--- src/rtl/lfsr_pkg.sv ---
// Shared types and helpers for the LFSR checker: the run-control FSM encoding
// and the generator for the default feedback-tap mask.
package lfsr_pkg;

  typedef enum logic [1:0] {
    IDLE = 2'd0,
    RUN  = 2'd1,
    DONE = 2'd2
  } fsm_state_t;

  localparam int MAX_WIDTH = 1024;

  // Even bit positions 0..248 set, clipped to the register width.
  function automatic logic [MAX_WIDTH-1:0] even_tap_mask(input int width);
    logic [MAX_WIDTH-1:0] mask;
    mask = '0;
    for (int i = 0; i <= 248; i += 2) begin
      if (i < width) mask[i] = 1'b1;
    end
    return mask;
  endfunction

endpackage

--- src/rtl/lfsr_step.sv ---
// Combinational single-step of the Fibonacci LFSR, forward (dir=0) or the
// exact inverse step (dir=1, meaningful only when TAP_MASK[0] is set).
module lfsr_step
  import lfsr_pkg::*;
#(
  parameter int               WIDTH    = 256,
  parameter logic [WIDTH-1:0] TAP_MASK = WIDTH'(even_tap_mask(WIDTH))
) (
  input  logic [WIDTH-1:0] state,
  input  logic             dir,
  output logic [WIDTH-1:0] next
);

  localparam logic [WIDTH-1:0] REV_MASK = {TAP_MASK[WIDTH-1:1], 1'b0};

  logic fwd_fb;
  logic rev_fb;

  assign fwd_fb = ^(state & TAP_MASK);
  // The bit shifted out going forward is recovered from the new MSB and the
  // remaining taps, which is why tap 0 must be present for reversal.
  assign rev_fb = state[WIDTH-1] ^ (^({state[WIDTH-2:0], 1'b0} & REV_MASK));

  assign next = dir ? {state[WIDTH-2:0], rev_fb} : {fwd_fb, state[WIDTH-1:1]};

endmodule

--- config.mk ---
export PLATFORM = sky130hd
export DESIGN_NAME = lfsr_step
export DESIGN_NICKNAME = d
export VERILOG_FILES = /design/src/rtl/lfsr_pkg.sv /design/src/rtl/lfsr_step.sv
export SDC_FILE = /design/constraint.sdc
export NUM_CORES = 1
export LEC_CHECK = 0
export CORE_AREA = 2 2 198 200
export DETAILED_ROUTE_END_ITERATION = 10
export DIE_AREA = 0 0 200 202
export PLACE_DENSITY = 0.42
export SLEW_MARGIN = 20
export SYNTH_ARGS = -nofsm -noshare
export SYNTH_HDL_FRONTEND = slang
export SYNTH_SLANG_ARGS = --single-unit
--- constraint.sdc ---
create_clock -name vclk -period 3.8
set_input_delay 0.95 -clock vclk [all_inputs]
set_output_delay 0.95 -clock vclk [all_outputs]
set_load 0.01 [all_outputs]
==> results.sh <==
export IMPL_rows=72
export IMPL_synthesis_nets=781
export IMPL_cp_end_kind="output port"
export IMPL_max_freq_mhz=238.1
export IMPL_slowest_delay_ps=520
export IMPL_nClkBuffers=0
export IMPL_grt_pass1_wl_mm=44.46
export IMPL_min_period_ps=4200
export IMPL_period_share_pct=110.5
export IMPL_p_int_mw=1.856
export IMPL_grtUsageMet3_pct=3.971
export IMPL_yosysSeqAreaShare_pct=0
export IMPL_hold_start="dir"
export IMPL_ir_worst_vdd_mv=0.1899
export IMPL_start_util_pct=13.64
export IMPL_first_global_vias=6878
export IMPL_synth_common_cells="254 x mux2_2, 198 x xnor2_1, 29 x clkbuf_1, 29 x xor2_1, 10 x xnor3_1"
export IMPL_synth_top_area_share_pct=54.77
export IMPL_use_met2_pct=30.65
export IMPL_p_per_area_mw_per_mm2=238.3
export IMPL_rsz0062_at_grt="yes"
export IMPL_drive_gt1_share_pct=41.74
export IMPL_switching_share_pct=38.48
export IMPL_postPlaceCellArea_mm2=0.01239
export IMPL_critical_path_class="input pin to output port"
export IMPL_maxSlewHeadroom_pct=71.44
export IMPL_die_x_um=200
export IMPL_synth_cells=524
export IMPL_finalInstanceArea_mm2=0.01266
export IMPL_netlist_area_mm2=0.005223
export IMPL_worst_slack_ps=-399.7
export IMPL_multi_input_area_mm2=0.005435
export IMPL_p_sw_mw=1.161
export IMPL_synthTopCellsByArea="mux2_2 55%, xnor2_1 33%, xor2_1 4.9%"
export IMPL_viasPerCell=3.720
export IMPL_setup_viol=2
export IMPL_dp_hpwl_mm=29.10
export IMPL_start_kind="input pin"
export IMPL_seqPwrFrac_pct=0
export IMPL_wirelength_mm=32.09
export IMPL_pwr_share_comb_pct=100.0
export IMPL_yosysUniqueCellTypes=9
export IMPL_regArea_um2=0
export IMPL_run_status="finished with violations"
export IMPL_drt_antenna_violating_nets=0
export IMPL_max_cap_violations=0
export IMPL_num_nets_final=1457
export IMPL_path_max_fanout=3
export IMPL_final_max_slew_viol_count=0
export IMPL_crit_arrival_ps=3250
export IMPL_port_buffer_count=513
export IMPL_worstPathRequired_ps=2850
export IMPL_p_clk_share_pct=0
export IMPL_pin_count=513
export IMPL_wl_per_cell_um=18.67
export IMPL_violations="negative setup slack"
export IMPL_leakage_nw=5.048
export IMPL_top_usage_layer="met2"
export IMPL_seq_cell_count=0
export IMPL_antenna_found_initial=6
export IMPL_fin_cells=1719
export IMPL_yosysMostFrequentCell="mux2_2"
export IMPL_drt_drc_violations_left=0
export IMPL_area_growth_pct=142.4
export IMPL_cpMaxStageDelayCell="clkdlybuf4s50_1"
export IMPL_pre_cts_ws_ps=-1395
export IMPL_hold_depth=4
export IMPL_vias=6394
export IMPL_dp_cells=1716
export IMPL_grt_max_degree=70
export IMPL_core_area_mm2=0.03829
export IMPL_utilization_pct=33.06
export IMPL_grt_ovfl_total=0
export IMPL_grtUsageMet1_pct=14.84
export IMPL_initialDrtViolationCount=72
export IMPL_worst_pin_slew_ps=428.3
export IMPL_grt_use_total_pct=14.73
export IMPL_crit_chain="clkdlybuf4s50_1, xor2_1, xnor2_1, xnor2_1, xnor3_1, xnor3_2, xnor3_1, o21ai_1, buf_4"
export IMPL_gp_congestion=0.7972
export IMPL_hold_class="input pin to output port"
export IMPL_ys_warn_count=0
export IMPL_die_area_mm2=0.04040
export IMPL_synth_avg_cell_area_um2=9.967
export IMPL_min_to="next[255]"
export IMPL_synth_top_area_cell="mux2_2"
export IMPL_firstDrtPassIters=3
export IMPL_die_height_um=202
export IMPL_power_mw=3.016
export IMPL_fillCellCount=4089
export IMPL_finalHoldViolCount=0
-- worst max-delay path: cells and delay by family --
| family | cells | cell delay, ps |
|---|---|---|
| compound gates | 1 | 140 |
| buf+inv | 2 | 670 |
| xor+xnor | 6 | 1480 |
-- worst max path at each step --
stage,start,to,slack (ps)
after global routing,state[48],next[255],-530
after global placement,state[170],next[255],-1430
after detailed placement,state[168],next[255],-1400
after floorplan,state[170],next[255],40
final,state[198],next[255],-400
after CTS,state[152],next[255],-480
-- cells by family (layout without fill, tap and decap cells) --
| kind of cell | count (synthesis) | in the layout | synth area share, % |
|---|---|---|---|
| buf+inv | 29 | 703 | 2.084 |
| xor+xnor | 238 | 238 | 42.69 |
| compound gates | 1 | 1 | 0.09574 |
| other cells | 0 | 3 | 0 |
| mux | 255 | 255 | 55.05 |
| simple gates | 1 | 1 | 0.07180 |
-- power groups by stage --
stage / Clock (mW) / Combinational (mW) / Sequential, mW
final: 0.000000106 / 3.02 / 0
after global routing: 0.000000106 / 3.26 / 0
after CTS: 0 / 3.09 / 0
after detailed placement: 0 / 2.98 / 0
after global placement: 0 / 2.99 / 0
after floorplan: 0 / 1.45 / 0
-- placed cells by master, fill, tap and decap left out --
master           count
dlygate4sd2_1       63
clkbuf_2             2
clkdlybuf4s15_1      4
mux2_2             254
xor2_1              27
xnor3_2              2
o21ai_1              1
diode_2              3
buf_6                5
buf_12               5
xnor3_1              8
buf_4              185
xor2_2               2
mux2_4               1
buf_8                2
xnor2_1            162
buf_2                2
clkdlybuf4s15_2      3
clkdlybuf4s50_1    423
xnor2_4              3
xnor2_2             34
nand2_1              1
dlymetal6s2s_1       9
-- repair_timing --
| item | CTS | global route |
|---|---|---|
| pin swaps | 61 | 15 |
| hold buffers | 0 | 0 |
| resized for setup | 161 | 21 |
| endpoints found under the setup margin | 2 | 2 |
| setup buffers | 0 | 0 |
-- through the flow --
stage               hold slack [ps]  TNS (ps)
floorplan                      2031         0
global placement               2711     -2625
detailed placement             2699     -2609
CTS                            2557    -833.0
global route                   2555    -983.2
finish                         2534    -699.8
-- layout make-up --
cell class | instances | area share (%)
Tap cell | 518 | 5.120
Timing Repair Buffer | 703 | 51.88
Multi-Input combinational cell | 495 | 42.94
Antenna cell | 3 | 0.05931
-- per-layer routing --
metal	vias to the layer above	part of all wire, %
met5	-	0.097
met4	4	0.65
met3	16	8.9
met2	306	55
met1	2864	35
li1	3204	-
Power figures use the tool's default switching activity.
